`src/rtl/phy_tx_framer.sv`:
```
// phy_tx_framer: serializes ACK/credit/data frames into K-flagged 8-bit symbols under ready/valid
module phy_tx_framer #(
    parameter int         DATA_BYTES = 4,
    parameter logic [7:0] K_CTRL     = 8'hBC,
    parameter logic [7:0] K_SOD      = 8'h3C,
    parameter bit         IDLE_FILL  = 1'b1
) (
    input  logic                    CLK,
    input  logic                    RST,
    input  logic                    start,
    input  logic [1:0]              comma_sel,
    input  logic [7:0]              comma_header,
    input  logic [8*DATA_BYTES-1:0] flit_data,
    input  logic                    flit_last,
    input  logic                    sym_ready,
    output logic                    sym_valid,
    output logic [7:0]              sym_data,
    output logic                    sym_k,
    output logic                    busy,
    output logic                    done,
    output logic                    packet_done,
    output logic                    start_drop
);
    localparam int IW = DATA_BYTES > 1 ? $clog2(DATA_BYTES) : 1;
    localparam logic [IW-1:0] LAST_IDX = IW'(DATA_BYTES - 1);
    typedef enum logic [1:0] {IDLE, COMMA, HEADER, DATA} state_t;
    state_t                  state_q, state_d;
    logic [1:0]              sel_q;
    logic [7:0]              hdr_q;
    logic [8*DATA_BYTES-1:0] flit_q;
    logic                    last_q;
    logic [IW-1:0]           idx_q, idx_d;
    logic                    init_q, done_q, done_d, pdone_q, pdone_d, drop_q;
    logic                    xfer, is_data;
    assign xfer        = sym_valid & sym_ready;
    assign is_data     = sel_q == 2'd3;
    assign busy        = state_q != IDLE;
    assign done        = done_q;
    assign packet_done = pdone_q;
    assign start_drop  = drop_q;
    // state, byte index and completion pulses; frame fields latch only when a start is taken in IDLE
    always_ff @(posedge CLK) begin
        if (RST) begin
            state_q <= IDLE;
            idx_q   <= '0;
            init_q  <= 1'b0;
            done_q  <= 1'b0;
            pdone_q <= 1'b0;
            drop_q  <= 1'b0;
            sel_q   <= '0;
            hdr_q   <= '0;
            flit_q  <= '0;
            last_q  <= 1'b0;
        end else begin
            state_q <= state_d;
            idx_q   <= idx_d;
            init_q  <= 1'b1;
            done_q  <= done_d;
            pdone_q <= pdone_d;
            drop_q  <= start && state_q != IDLE;
            if (start && state_q == IDLE) begin
                sel_q  <= comma_sel;
                hdr_q  <= comma_header;
                flit_q <= flit_data;
                last_q <= flit_last;
            end
        end
    end
    // next state advances only on a symbol transfer, except IDLE which launches on start
    always_comb begin
        state_d = state_q;
        idx_d   = idx_q;
        done_d  = 1'b0;
        pdone_d = 1'b0;
        case (state_q)
            IDLE:   if (start) state_d = COMMA;
            COMMA:  if (xfer) state_d = HEADER;
            HEADER: if (xfer) begin
                idx_d   = '0;
                state_d = is_data ? DATA : IDLE;
                done_d  = !is_data;
            end
            DATA:   if (xfer) begin
                idx_d   = idx_q == LAST_IDX ? idx_q : idx_q + 1'b1;
                state_d = idx_q == LAST_IDX ? IDLE : DATA;
                done_d  = idx_q == LAST_IDX;
                pdone_d = idx_q == LAST_IDX && last_q;
            end
            default: ;
        endcase
    end
    // symbol presented per state; idle fill is withheld while a start is launching so frames abut
    always_comb begin
        sym_valid = 1'b1;
        sym_k     = 1'b0;
        sym_data  = hdr_q;
        case (state_q)
            IDLE: begin
                sym_valid = IDLE_FILL && init_q && !start;
                sym_data  = init_q ? K_CTRL : 8'h00;
                sym_k     = init_q;
            end
            COMMA: begin
                sym_data = is_data ? K_SOD : K_CTRL;
                sym_k    = 1'b1;
            end
            DATA:    sym_data = flit_q[{idx_q, 3'b000} +: 8];
            default: ;
        endcase
    end
endmodule

```
`config.mk`:
```
export PLATFORM = sky130hd
export DESIGN_NAME = phy_tx_framer
export DESIGN_NICKNAME = d
export VERILOG_FILES = /design/src/rtl/phy_tx_framer.sv
export SDC_FILE = /design/constraint.sdc
export NUM_CORES = 1
export LEC_CHECK = 0
export ABC_CLOCK_PERIOD_IN_PS = 4700
export CORE_UTILIZATION = 45
export CTS_CLUSTER_SIZE = 16
export DETAILED_ROUTE_END_ITERATION = 12
export PLACE_DENSITY = 0.74
export SYNTH_ARGS = -nofsm -noshare
export SYNTH_HDL_FRONTEND = slang
export SYNTH_SLANG_ARGS = --single-unit
```
`constraint.sdc`:
```
create_clock -name CLK -period 4.7 [get_ports CLK]
set_input_delay 0.94 -clock CLK [delete_from_list [all_inputs] [get_ports CLK]]
set_output_delay 0.94 -clock CLK [all_outputs]
set_load 0.05 [all_outputs]
```
==> flow_metrics.env, run 1 <==
export IMPL_run_status="complete, no violations"
export IMPL_rsz0062_at_grt="no"
export IMPL_worst_pin_slew_ns=0.822
export IMPL_post_synthesis_cell_area_um2=2230
export IMPL_synth_net_count=263
export IMPL_most_used_standard_cell_by_instance_count_after_synthesis="dfxtp_1"
export IMPL_post_drt_via_cell_ratio=4.97
export IMPL_ys_types=28
export IMPL_yosys_top_cells_area="dfxtp_1, mux2i_1, mux4_2, nor2_1, buf_6"
export IMPL_synthFlopType="dfxtp_1"
export IMPL_post_layout_worst_setup_margin_ns=0.953
export IMPL_global_route_overflow_total=0
export IMPL_synth_enable_flop_cells=0
export IMPL_finalWeightedCongestion=0.753
export IMPL_data_required_time_at_the_worst_endpoint_ns=3.76
export IMPL_yosysTopAreaCell="dfxtp_1"
export IMPL_max_vdd_ir_drop_mv=0.176
export IMPL_synth_warnings=0
export IMPL_worst_skew_pair_late_latency_ns=0.29
export IMPL_max_slew_margin_pct=45.1
export IMPL_ys_async_sr_fraction_pct=0
export IMPL_clock_skew_final_ns=0.00256
export IMPL_avgRoutedWirePerCell_um=13.6
export IMPL_post_synth_inst_count=215
export IMPL_dr_total_vias=1674
export IMPL_number_of_buffers_created_by_cts=5
export IMPL_postSynthAreaPerCell_um2=10.4
export IMPL_cts_clk_slew_worst_paths_ns=0.09
export IMPL_placementRows=25
export IMPL_power_dens_cells_nw_per_um2=320
export IMPL_detail_route_first_pass_iterations=4
export IMPL_ctsRootBufferMaster="clkbuf_8"
export IMPL_worst_setup_path_start_kind="register"
export IMPL_pin_count=61
export IMPL_final_antenna_net_count=0
export IMPL_min_delay_path_class="register to register"
export IMPL_clock_tree_htree_level_count=2
export IMPL_critical_path_peak_fanout=12
export IMPL_cts_tree="yes"
export IMPL_grt_pass1_wl_um=7540
export IMPL_layout_worst_path_cycle_share_pct=79.7
export IMPL_ff_latch_area_um2=1020
export IMPL_setup_viol_count_final=0
export IMPL_num_antenna_cells=0
export IMPL_seq_area_frac_synth_pct=45.7
export IMPL_finish_net_count=317
export IMPL_number_of_input_and_output_port_buffers_inserted=60
export IMPL_dp_final_hpwl_um=3250
export IMPL_grt_start_max_net_pins=45
export IMPL_power_leakage_nw=1.17
export IMPL_initial_utilization_pct=47.0
export IMPL_max_cap_viol_count=0
export IMPL_yosysTopAreaCellShare_pct=45.7
export IMPL_cts_sink_count=51
export IMPL_synth_commonest_cells="dfxtp_1, nor2_1, mux2i_1"
export IMPL_finalCriticalPeriod_ns=3.75
export IMPL_hold_violations=0
export IMPL_coreArea_um2=4750
export IMPL_areaGrowthSynthToFinish_pct=31.7
export IMPL_totalWireLength_um=4590
export IMPL_drt_first_iter_violations=126
export IMPL_critical_path_class="register to output port"
export IMPL_grt_use_total_pct=18.9
export IMPL_number_of_antenna_violations_at_the_first_check_in_global_routing=0
export IMPL_endpoint_kind="output port"
export IMPL_bufs_on_longest_clock_path=2
export IMPL_detail_route_drc_violations=0
export IMPL_ctsHoldBuffers=0
export IMPL_critPathArrivalTime_ns=2.81
export IMPL_post_cts_buffers=0
export IMPL_die_height_um=72.5
export IMPL_first_global_vias=1614
export IMPL_fill_cells=433
export IMPL_multi_input_comb_area_um2=1090
export IMPL_place_worst_setup_slack_ns=1.26
export IMPL_cts_repair_resized=0
export IMPL_dieArea_um2=5250
export IMPL_die_width_um=72.5
export IMPL_layout_drive_gt1_share_pct=7.04
export IMPL_synth_seq_cells=51
export IMPL_maxSlewViolCount=0
export IMPL_max_clock_freq_ghz=0.267
export IMPL_setup_tns_ns=0
-- logic make-up after synthesis --
logic type | after synthesis | share of synthesized area, %
AO/OA/AOI/OAI | 17 | 4.82
adder cells (fa/ha/maj) | 1 | 0.560
buffers and inverters | 23 | 5.65
flip-flops | 51 | 45.7
multiplexers | 55 | 29.7
AND/OR/NAND/NOR | 68 | 13.6
-- critical path, stage by stage, from the launching register on --
cell and delay, ns:
dfxtp_1 0.76, mux4_2 0.57, mux4_2 0.46, clkdlybuf4s50_1 0.71
-- final cells by class --
type	count	share of cell area (%)
well taps	67	2.85
repair buffers	62	20.9
multi-input cells	141	37.1
inverters	8	1.02
clock buffers	8	3.40
flip-flops and latches	51	34.7
-- metrics by stage --
stage	utilization (%)	cell area (µm²)	power [mW]	std cells	hold slack, ns
finish	61.9	2940	0.943	337	0.477
global route	61.9	2940	0.988	337	0.499
CTS	61.9	2940	0.952	337	0.486
detailed placement	59.8	2840	0.684	329	0.473
global placement	59.8	2840	0.680	329	0.467
floorplan	-	2230	0.614	215	0.443
-- registers in the layout (all words and copies together), names as in the netlist, 2 cells and up --
register and flops:
sel_q 2, hdr_q 8, idx_q 2, flit_q 32, state_q 2
-- routing by layer --
| metal | global-route usage [%] | part of all wire, % | vias to the layer above |
|---|---|---|---|
| met1 | 26.5 | 50 | 759 |
| met5 | 0 | 0 | - |
| met3 | 3.75 | 5.9 | 7 |
| met2 | 29.2 | 43 | 57 |
| met4 | 6.54 | 1.2 | 0 |
| li1 | - | - | 851 |
-- final timing paths --
kind,depth (start not counted),slack (ns),to,from
max,3,0.95,sym_data[7],idx_q[0]
min,2,0.48,packet_done,last_q
max reg2reg,4,2.77,flit_q[22],state_q[0]
min reg2reg,2,0.48,packet_done,last_q
-- where the power goes --
part	internal (mW)	switching, mW
combinational	0.100	0.0925
clock	0.135	0.135
sequential	0.460	0.0206
total	0.695	0.248
-- layout by cell type, fill, tap and decap left out, drive strengths merged --
cell	instances
clkdlybuf4s50	60
nand2b	1
and2	2
and4b	2
nand3	1
nor3	1
ha	1
nand3b	1
inv	8
mux4	9
nor2	50
nand2	5
a21oi	7
nor3b	1
a31oi	1
nor2b	1
and3	2
clkbuf	8
buf	2
mux2i	46
nor4bb	1
o21ai	3
o31a	1
dfxtp	51
o21a	1
o22a	4
Power figures use the tool's default switching activity.
==> run 2, diff against run 1 <==
- ABC_CLOCK_PERIOD_IN_PS: 4700 -> 3200
- CORE_UTILIZATION: 45 -> 43
- clock period: 4.7 -> 3.2 ns (I/O delays scaled with it)
==> run 2 against run 1 <==
Non-clock buffer count rose by 3. Sequential power increased by 47%. Clock skew is 0.0028 ns higher. Combinational power is 50% higher. First-iteration DRC count decreased by 38%. Register-to-register slack lost 1.5 ns. Critical endpoint is now sym_data[1]. Largest cell class unchanged.
==> flow_metrics.env, run 2 (synthesis results as in run 1) <==
export IMPL_run_status="complete, no violations"
export IMPL_detail_route_drc_violations=0
export IMPL_layout_cell_area_non_filler_um2=2990
export IMPL_power_dens_cells_nw_per_um2=484
export IMPL_power_mw=1.45
export IMPL_worstReg2RegStart="state_q[0]"
export IMPL_detail_route_first_pass_iterations=4
export IMPL_cts_repair_resized=0
export IMPL_critical_path_class="register to output port"
export IMPL_layout_common_cells="clkdlybuf4s50_1, dfxtp_1, nor2_1, mux2i_1, mux4_2"
export IMPL_pin_count=61
export IMPL_areaGrowthSynthToFinish_pct=34.0
export IMPL_critical_path_max_stage_delay_ns=0.70
export IMPL_ctsHoldBuffers=0
export IMPL_data_required_time_at_the_worst_endpoint_ns=2.56
export IMPL_clock_skew_final_ns=0.00532
export IMPL_initial_utilization_pct=46.1
export IMPL_layout_drive_gt1_share_pct=8.79
export IMPL_dieArea_um2=5490
export IMPL_crit_path_cell_trace="buf_4, mux4_2, mux2i_1, nor2_1, clkdlybuf4s50_1"
export IMPL_global_route_overflow_total=0
export IMPL_critPathArrivalTime_ns=2.37
export IMPL_power_leakage_nw=1.20
export IMPL_endpoint_kind="output port"
export IMPL_largest_reg_flops=32
export IMPL_final_core_utilization_pct=61.8
export IMPL_worst_slack_on_hold_paths_ns=0.478
export IMPL_maxSlewViolCount=0
export IMPL_kind_of_cell_with_the_highest_combined_delay_on_the_critical_path="buffers and inverters"
export IMPL_avgRoutedWirePerCell_um=13.6
export IMPL_coreArea_um2=4850
export IMPL_min_from="last_q"
export IMPL_largestRegisters="flit_q: 32 flops, hdr_q: 8 flops"
export IMPL_ctsRootBufferMaster="clkbuf_8"
export IMPL_dr_max_layer_used="met4"
export IMPL_max_slew_margin_pct=63.7
export IMPL_final_antenna_net_count=0
export IMPL_timing_critical_path_buf_inv=2
export IMPL_rsz0062_at_grt="no"
export IMPL_bufs_on_longest_clock_path=2
export IMPL_post_drt_via_cell_ratio=4.88
export IMPL_worst_pin_slew_ns=0.544
export IMPL_first_global_vias=1562
export IMPL_worst_setup_path_start_kind="register"
export IMPL_setup_viol_count_final=0
export IMPL_totalWireLength_um=4610
export IMPL_number_of_buffers_created_by_cts=5
export IMPL_largest_register="flit_q"
export IMPL_worst_skew_pair_late_latency_ns=0.30
export IMPL_dpl_cell_area_um2=2880
export IMPL_r2r_slack_ns=1.30
export IMPL_cell_with_the_biggest_individual_delay_on_the_critical_path="clkdlybuf4s50_1"
export IMPL_post_cts_buffers=0
export IMPL_die_height_um=74.1
export IMPL_finalCriticalPeriod_ns=3.01
export IMPL_grt_use_total_pct=18.4
export IMPL_cts_clk_slew_worst_paths_ns=0.09
export IMPL_r2r_end="flit_q[2]"
export IMPL_timing_reg2reg_worst_path_depth=5
export IMPL_max_vdd_ir_drop_mv=0.242
export IMPL_grt_start_max_net_pins=47
export IMPL_number_of_input_and_output_port_buffers_inserted=60
export IMPL_cts_sink_count=51
export IMPL_finish_net_count=320
export IMPL_min_delay_path_class="register to register"
export IMPL_drt_first_iter_violations=78
export IMPL_whs_path_cells=2
export IMPL_max_cap_viol_count=0
export IMPL_layout_worst_path_cycle_share_pct=94.1
export IMPL_path_depth=5
export IMPL_layout_commonest_cell="clkdlybuf4s50_1"
export IMPL_wire_length_on_met1_um=2370
export IMPL_num_antenna_cells=0
export IMPL_dr_total_vias=1660
export IMPL_cts_tree="yes"
export IMPL_placementRows=25
export IMPL_clock_tree_htree_level_count=2
export IMPL_timing_hold_worst_endpoint="packet_done"
export IMPL_met2RoutedLength_um=1990
export IMPL_setup_tns_ns=0
export IMPL_max_clock_freq_ghz=0.332
export IMPL_dp_final_hpwl_um=3330
export IMPL_met3RoutedLength_um=234
export IMPL_hold_violations=0
export IMPL_number_of_antenna_violations_at_the_first_check_in_global_routing=0
export IMPL_finalWeightedCongestion=0.824
export IMPL_die_width_um=74.1
export IMPL_grt_pass1_wl_um=7580
export IMPL_critical_path_peak_fanout=5
-- run 2: worst max path at each step --
stage / to / startpoint
2_1_floorplan: sym_valid / start
3_3_place_gp: sym_data[5] / idx_q[0]
3_5_place_dp: sym_data[0] / idx_q[0]
4_1_cts: sym_data[0] / idx_q[0]
5_1_grt: sym_data[1] / idx_q[0]
6_report: sym_data[1] / idx_q[0]
-- run 2: stage by stage --
stage	setup slack [ns]	std cells
after global placement	0.517	332
after CTS	0.155	340
after floorplan	0.834	215
after global routing	0.0206	340
after detailed placement	0.481	332
final	0.190	340
-- run 2: worst register-to-register path: cells and delay by family (launching register included) --
family,cells,cell delay [ns]
buffers and inverters,2,0.57
and+or+nand+nor,2,0.57
DFF,1,0.41
muxes,1,0.23
-- run 2: layout make-up --
type,count,area [µm²]
tap,67,83.8
clock buffer,6,82.6
clock inverter,2,35.0
multi-input combinational,141,1090
inverter,8,30.0
sequential,51,1020
fill,409,1850
timing repair buffer,65,648
-- run 2: power breakdown --
group | leakage (nW) | switching [mW] | internal [mW] | total, mW
registers | 0.419 | 0.0286 | 0.676 | 0.705
clock network | 0.0612 | 0.202 | 0.253 | 0.455
logic | 0.717 | 0.139 | 0.150 | 0.290
total | 1.20 | 0.370 | 1.08 | 1.45
-- run 2: per-layer routing --
metal	GRT usage, %	vias up
li1	-	854
met1	27.3	753
met2	26.6	51
met3	5.42	2
met4	3.85	0
met5	0	-
